[config.mk]
export PLATFORM = sky130hd
export DESIGN_NAME = key_encoder
export DESIGN_NICKNAME = d
export VERILOG_FILES = /design/src/rtl/key_encoder.sv
export SDC_FILE = /design/constraint.sdc
export NUM_CORES = 1
export LEC_CHECK = 0
export ABC_AREA = 1
export CAP_MARGIN = 15
export CORE_UTILIZATION = 50
export DETAILED_ROUTE_END_ITERATION = 8
export GPL_TIMING_DRIVEN = 0
export PLACE_DENSITY = 0.72
export SETUP_SLACK_MARGIN = 0.3
export SYNTH_ARGS = -nofsm -noshare
export SYNTH_HDL_FRONTEND = slang
export SYNTH_SLANG_ARGS = --single-unit
[constraint.sdc]
create_clock -name CLK -period 2.45 [get_ports CLK]
set_clock_uncertainty 0.15 [all_clocks]
set_input_delay 0.245 -clock CLK [delete_from_list [all_inputs] [get_ports CLK]]
set_output_delay 0.245 -clock CLK [all_outputs]
set_load 0.005 [all_outputs]
[src/rtl/key_encoder.sv]
// Debounced 4-symbol + undo keypad encoder driving a push/pop symbol stack.
// Each accepted press produces exactly one registered PUSH, POP or REJECT strobe.
module key_encoder #(
  parameter int unsigned DEBOUNCE_CYCLES = 16
) (
  input  logic       CLK,
  input  logic       RST,
  input  logic [3:0] BTN,
  input  logic       UNDO,
  input  logic       FULL,
  input  logic       EMPTY,
  output logic       PUSH,
  output logic       POP,
  output logic [1:0] DATA_OUT,
  output logic       REJECT
);

  localparam int CNT_W = $clog2(DEBOUNCE_CYCLES + 1);
  localparam logic [CNT_W-1:0] CNT_LAST = CNT_W'(DEBOUNCE_CYCLES - 1);

  typedef enum logic [2:0] {
    IDLE    = 3'd0,
    SETTLE  = 3'd1,
    FIRE    = 3'd2,
    HOLD    = 3'd3,
    RELEASE = 3'd4
  } state_t;

  state_t           state_q;
  logic [CNT_W-1:0] cnt_q;
  logic [4:0]       cand_q;
  logic [4:0]       sync1_q;
  logic [4:0]       sync2_q;
  logic             push_q;
  logic             pop_q;
  logic             reject_q;
  logic [1:0]       data_q;

  logic       btn_only_d;
  logic       undo_only_d;
  logic       push_d;
  logic       pop_d;
  logic       reject_d;
  logic [1:0] btn_idx_d;

  // Classify the settled candidate; evaluated against FULL/EMPTY at the FIRE-entry edge.
  always_comb begin
    btn_only_d  = ($countones(cand_q) == 1) && !cand_q[4];
    undo_only_d = (cand_q == 5'b10000);
    push_d      = btn_only_d && !FULL;
    pop_d       = undo_only_d && !EMPTY;
    reject_d    = !(push_d || pop_d);
    btn_idx_d   = 2'd0;
    for (int i = 0; i < 4; i++) begin
      if (cand_q[i]) btn_idx_d = 2'(i);
    end
  end

  always_ff @(posedge CLK) begin
    if (RST) begin
      state_q  <= IDLE;
      cnt_q    <= '0;
      cand_q   <= '0;
      sync1_q  <= '0;
      sync2_q  <= '0;
      push_q   <= 1'b0;
      pop_q    <= 1'b0;
      reject_q <= 1'b0;
      data_q   <= 2'd0;
    end else begin
      sync1_q  <= {UNDO, BTN};
      sync2_q  <= sync1_q;
      push_q   <= 1'b0;
      pop_q    <= 1'b0;
      reject_q <= 1'b0;
      case (state_q)
        IDLE: begin
          if (sync2_q != 5'd0) begin
            cand_q  <= sync2_q;
            cnt_q   <= '0;
            state_q <= SETTLE;
          end
        end
        SETTLE: begin
          if (sync2_q != cand_q) begin
            cnt_q   <= '0;
            state_q <= IDLE;
          end else if (cnt_q == CNT_LAST) begin
            cnt_q    <= '0;
            state_q  <= FIRE;
            push_q   <= push_d;
            pop_q    <= pop_d;
            reject_q <= reject_d;
            if (push_d) data_q <= btn_idx_d;
          end else begin
            cnt_q <= cnt_q + CNT_W'(1);
          end
        end
        FIRE: begin
          // Input changes here are deliberately left for HOLD to see.
          cnt_q   <= '0;
          state_q <= HOLD;
        end
        HOLD: begin
          if (sync2_q == 5'd0) begin
            cnt_q   <= '0;
            state_q <= RELEASE;
          end
        end
        RELEASE: begin
          if (sync2_q != 5'd0) begin
            cnt_q   <= '0;
            state_q <= HOLD;
          end else if (cnt_q == CNT_LAST) begin
            cnt_q   <= '0;
            state_q <= IDLE;
          end else begin
            cnt_q <= cnt_q + CNT_W'(1);
          end
        end
        default: begin
          cnt_q   <= '0;
          state_q <= IDLE;
        end
      endcase
    end
  end

  assign PUSH     = push_q;
  assign POP      = pop_q;
  assign REJECT   = reject_q;
  assign DATA_OUT = data_q;

endmodule

==> Word-level counts from Yosys, hierarchy flattened <==
Index checks and enable logic that the tools add are counted.
{ "word_totals": {"ff_bits": 28, "latchBits": 0, "mem_bits_rw": 0, "mem_bits_ro": 0, "in_bits": 9, "output_inout_bits": 5, "elab_cells": 61, "memories": 0} }
{ "classes": {"n_addsub": 5, "n_mul": 0, "div": 0, "magnitude_cmp": 0, "n_eq_ne": 12, "n_shift": 0, "muxes": 16, "n_bitwise": 3, "reduce_logical": 16} }
{ "op_table": {"columns": ["operator", "n"], "rows": [
  ["$mux 5", 5],
  ["$pmux 5 s4", 1],
  ["$mux 3", 6],
  ["$pmux 3 s5", 1],
  ["$reduce_and 4->1", 2],
  ["$eq 3x2->1 const B", 2],
  ["$ne 3x3->1 const B", 2],
  ["$add 5x1->5 const B", 1],
  ["$eq 5x4->1 const B", 1],
  ["$eq 5x5->1 const B", 1],
  ["$logic_not 5->1", 1],
  ["$ne 5x5->1", 1],
  ["$reduce_bool 5->1", 1],
  ["$add 1x1->2", 2],
  ["$add 3x1->4", 1],
  ["$eq 4x1->1 const B", 1],
  ["$logic_not 1->1", 4],
  ["$mux 2", 2],
  ["$ne 2x2->1 const B", 2],
  ["$reduce_and 2->1", 2],
  ["$reduce_or 4->1", 1],
  ["$add 2x2->3", 1],
  ["$eq 3x1->1 const B", 1],
  ["$eq 3x3->1 const B", 1],
  ["5 further kinds", 9]
]} }

==> Logic depth before layout (Yosys ltp) <==
{ "depth": {"word_depth": 8, "mapped_depth": 12, "depth_no_buf": 12} }

==> Worst setup path after synthesis <==
OpenSTA, ideal clock, no wires.
{ "synth_timing": {"path_kind": "flip-flop to flip-flop", "start": "register cand_q[3]", "end": "register data_q[1] (netlist: DATA_OUT[1])", "setup_time_ps": 116, "arrival_time_ps": 2192, "t_required_ps": 2184, "path_slack_ps": -8, "path_stages_with_launch": 12, "path_buffers": 0, "synth_period_minus_slack_ps": 2458, "cell_sequence": "dfxtp_1 -> inv_1 -> fa_1 -> fa_1 -> inv_1 -> ha_1 -> nor3_1 -> nand2_1 -> nor2_1 -> nand3_2 -> o21ai_0 -> nor2_1"} }
{ "synth_between": {"elab_chain_cells": 7, "word_cells_on_any_way": 10, "cone_classes": "3 x add/sub; 2 x eq/ne; 1 x mux; 1 x bitwise; 3 x reduce/logical"} }
{ "synth_rtl": {"columns": ["element", "line", "rtl"], "rows": [
  ["start, declared", "31", "logic [4:0] cand_q;"],
  ["start signal, assigned", "79", "cand_q <= sync2_q;"],
  ["$add 1x1->2 (implied by the code)", "48", "btn_only_d = ($countones(cand_q) == 1) && !cand_q[4];"],
  ["$add 2x2->3 (implied by the code)", "48", null],
  ["$add 3x1->4 (implied by the code)", "48", null],
  ["$eq 4x1->1", "48", null],
  ["$logic_and 1x1->1", "48", null],
  ["$logic_and 1x1->1", "50", "push_d = btn_only_d && !FULL;"],
  ["$reduce_and 4->1 (no line)", null, null],
  ["end signal, assigned", "94", "if (push_d) data_q <= btn_idx_d;"],
  ["end, declared", "37", "logic [1:0] data_q;"]
]} }
Parallel ways exist; a longest one is shown, timed or not.
A chain may end at the register's enable or synchronous reset.

==> Worst setup path in the final report <==
{ "layout_timing": {"start": "register cand_q[1]", "end": "register data_q[0] (netlist: DATA_OUT[0])"} }
The elaborated chain is that of the path after synthesis.

==> impl_metrics.yaml <==
outcome:
  status: "completed"
synthesis:
  yosys.area.top_type: "dfxtp_1"
  syn-cell-area_um2: 1450
  synth_area_leaders: "dfxtp_1 39%, nand2_1 11%, inv_1 10%, nor2_1 8.0%, nand3_1 4.8%"
  ys_seq_area_frac: 0.386
  synth_area_per_cell_um2: 6.99
  synth-seq-cells: 28
  synthesis.nets: 222
  synth_top_area_share: 0.386
  yosys_warnings: 0
  yosysUniqueCellTypes: 26
  syn_inst: 208
floorplan:
  rows: 19
  die_w_um: 55.9
  die_y_um: 55.9
  die_area_um2: 3130
  start_util: 0.527
  io_pins: 14
  coreArea_um2: 2760
finish:
  utilization: 0.634
  drive_above_1_share: 0.188
  nets: 244
  diodes: 0
  regArea_um2: 564
  area_growth_pct: 20.2
  n_fill_cell: 247
  multi_input_area_um2: 758
power:
  cellPowerDensity_nw_per_um2: 852
  power.internal_uw: 919
  p_switching_uw: 571
  p_comb_frac: 0.412
  p_leak_nw: 0.824
  clkPwrFrac: 0.206
  seq_power_share: 0.383
  switching_share: 0.383
  ir_drop_mv: 0.541
cts:
  cts_tree: "built"
  clockRootBuffer: "clkbuf_4"
  cts_sinks: 28
  path_clk_slew_ns: 0.15
  cts_buffers: 3
  htreeDepth: 1
  ctsHoldBuffers: 0
  cts_buffer_depth: 2
  clk_latency_ns: 0.33
sta:
  setup_viol: 0
  setup_slack_ns: 0.0810
  rsz0062_at_grt: "yes"
  post-route-period-util: 0.967
  worstMarginPinSlew_ns: 0.363
  fin_crit_ns: 2.37
  clock.fmax_mhz: 422
  relSlewSlack: 0.758
  drv_slew: 0
  hold_violations: 0
routing:
  totalWireLength_um: 2750
  firstDrtPassIters: 5
  detailroute.via_count: 1273
  drt_iter0_drc: 34
  detail-route-antenna-nets: 0
  drc: 0
  via_per_inst: 4.90
  routedWlPerCell_um: 10.6
global_routing:
  grt_overflow: 0
  grt_pass1_wl_um: 5050
  grt_max_degree: 17
  antenna_found_initial: 0
  grt_pass1_vias: 1271
  track_usage: 0.202
run:
  maxCapViolCount: 0
place:
  dp_slack_ns: 0.00542
  io_buffers: 12
  place_hpwl_um: 2020
  globalplace.congestion: 0.872
hold_path:
  hold_path_class: "in -> reg"
setup_path:
  slowest_delay_ns: 0.48
  cp_max_fo: 3
  critPathRequiredTime_ns: 2.55
  path_common_cell: "inv_2"
  worst_setup_path_start_kind: "flip-flop"
  worstSetupEndpointType: "flip-flop"
  critPathKind: "reg -> reg"
  crit_chain: "inv_2, fa_1, fa_2, inv_2, ha_4, nor3_2, nand2_1, nor2_4, nand3_2, o21ai_1, nor2_1"
  r2r_slack_ns: 0.08
  slowest_stage: "fa_1"
  cp.arrival_ns: 2.47
==> synthesized netlist by cell type (all sizes together) <==
cell type / instances
a21boi: 1
a21oi: 8
and3: 1
buf: 1
clkbuf: 2
dfxtp: 28
fa: 2
ha: 3
inv: 41
nand2: 49
nand3: 16
nand4: 1
nor2: 39
nor3: 5
o211ai: 1
o21ai: 7
or2: 1
xnor2: 1
xor2: 1
==> worst paths after layout <==
kind / start / to / depth (start not counted)
max: cand_q[1] / DATA_OUT[0] / 11
min: RST / cand_q[3] / 2
max reg2reg: cand_q[1] / DATA_OUT[0] / 11
min reg2reg: sync1_q[4] / sync2_q[4] / 2
==> area by class of cell <==
cell class / instances / share of cell area
clock inverters: 1 / 0.0172
repair buffers: 17 / 0.0923
multi-input cells: 136 / 0.434
well taps: 31 / 0.0222
flip-flops and latches: 28 / 0.323
inverters: 41 / 0.0880
plain buffers: 3 / 0.0107
clock buffers: 3 / 0.0129
==> what timing repair did <==
| item | CTS | global route |
|---|---|---|
| endpoints found under the setup margin | 4 | 4 |
| pin swaps | 3 | 2 |
| resized for setup | 7 | 3 |
| buffers inserted | 4 | 1 |
==> cell families (layout without fill, tap and decap cells) <==
logic type / Yosys count / count (layout) / synth area share
AOI/OAI and AO/OA: 17 / 17 / 0.0620
xor gates and xnor gates: 2 / 2 / 0.0121
adders and majority gates: 5 / 5 / 0.0534
buffers and inverters: 44 / 65 / 0.119
DFF: 28 / 28 / 0.386
and+or+nand+nor: 112 / 112 / 0.368
==> flip-flops by register name, indices dropped and copies added, names as in the netlist <==
register	count
sync1_q	5
PUSH	1
POP	1
cand_q	5
DATA_OUT	2
sync2_q	5
cnt_q	5
REJECT	1
state_q	3
==> power by group through the flow <==
stage	combinational [mW]	clock (mW)	sequential [mW]
after floorplan	0.438	0	0.569
after global placement	0.514	0	0.576
after detailed placement	0.533	0	0.580
after CTS	0.576	0.315	0.569
after global routing	0.698	0.326	0.580
final	0.613	0.307	0.570
==> layer usage <==
metal	wire (um)	vias up	track usage
met1	1240	566	0.232
met2	1360	34	0.389
met3	103	4	0.0209
met5	0	-	0
met4	36	0	0.0627
li1	-	669	-
==> cell usage in the layout (no fill, tap or decap) <==
| cell | n |
|---|---|
| or2_2 | 1 |
| nand4_1 | 1 |
| o21ai_1 | 2 |
| nor2_2 | 5 |
| nor3_4 | 1 |
| xnor2_1 | 1 |
| clkbuf_1 | 2 |
| nor3_2 | 3 |
| nand2_1 | 43 |
| fa_1 | 1 |
| ha_4 | 1 |
| a21boi_0 | 1 |
| clkbuf_4 | 3 |
| nand3_2 | 2 |
| buf_6 | 2 |
| nor3_1 | 1 |
| o211ai_1 | 1 |
| buf_4 | 4 |
| dfxtp_2 | 3 |
| xor2_1 | 1 |
| dfxtp_1 | 25 |
| nand2_4 | 2 |
| fa_2 | 1 |
| nand2_2 | 4 |
| nor2_1 | 30 |
| o21ai_0 | 5 |
| bufinv_16 | 1 |
| a21oi_1 | 8 |
| nand3_1 | 14 |
| and3_1 | 1 |
| ha_1 | 2 |
| inv_1 | 35 |
| inv_2 | 6 |
| clkdlybuf4s50_1 | 12 |
| nor2_4 | 4 |
==> through the flow <==
stage | hold WS, ns | power (mW) | instances | setup TNS (ns) | area (um2)
2_1_floorplan | 0.202 | 1.01 | 208 | 0 | 1460
3_3_place_gp | 0.240 | 1.09 | 251 | 0 | 1620
3_5_place_dp | 0.245 | 1.11 | 251 | 0 | 1620
4_1_cts | 0.0950 | 1.46 | 259 | 0 | 1730
5_1_grt | 0.122 | 1.60 | 260 | -0.0617 | 1750
6_report | 0.116 | 1.49 | 260 | 0 | 1750
==> worst max-delay path, delay by kind of cell (launching register included) <==
kind / cells / cell delay [ns]
buffers and inverters: 2 / 0.12
and+or+nand+nor: 5 / 0.47
adders and majority gates: 3 / 1.02
DFF: 1 / 0.37
AOI/OAI and AO/OA: 1 / 0.15
(Power assumes the default switching activity.)
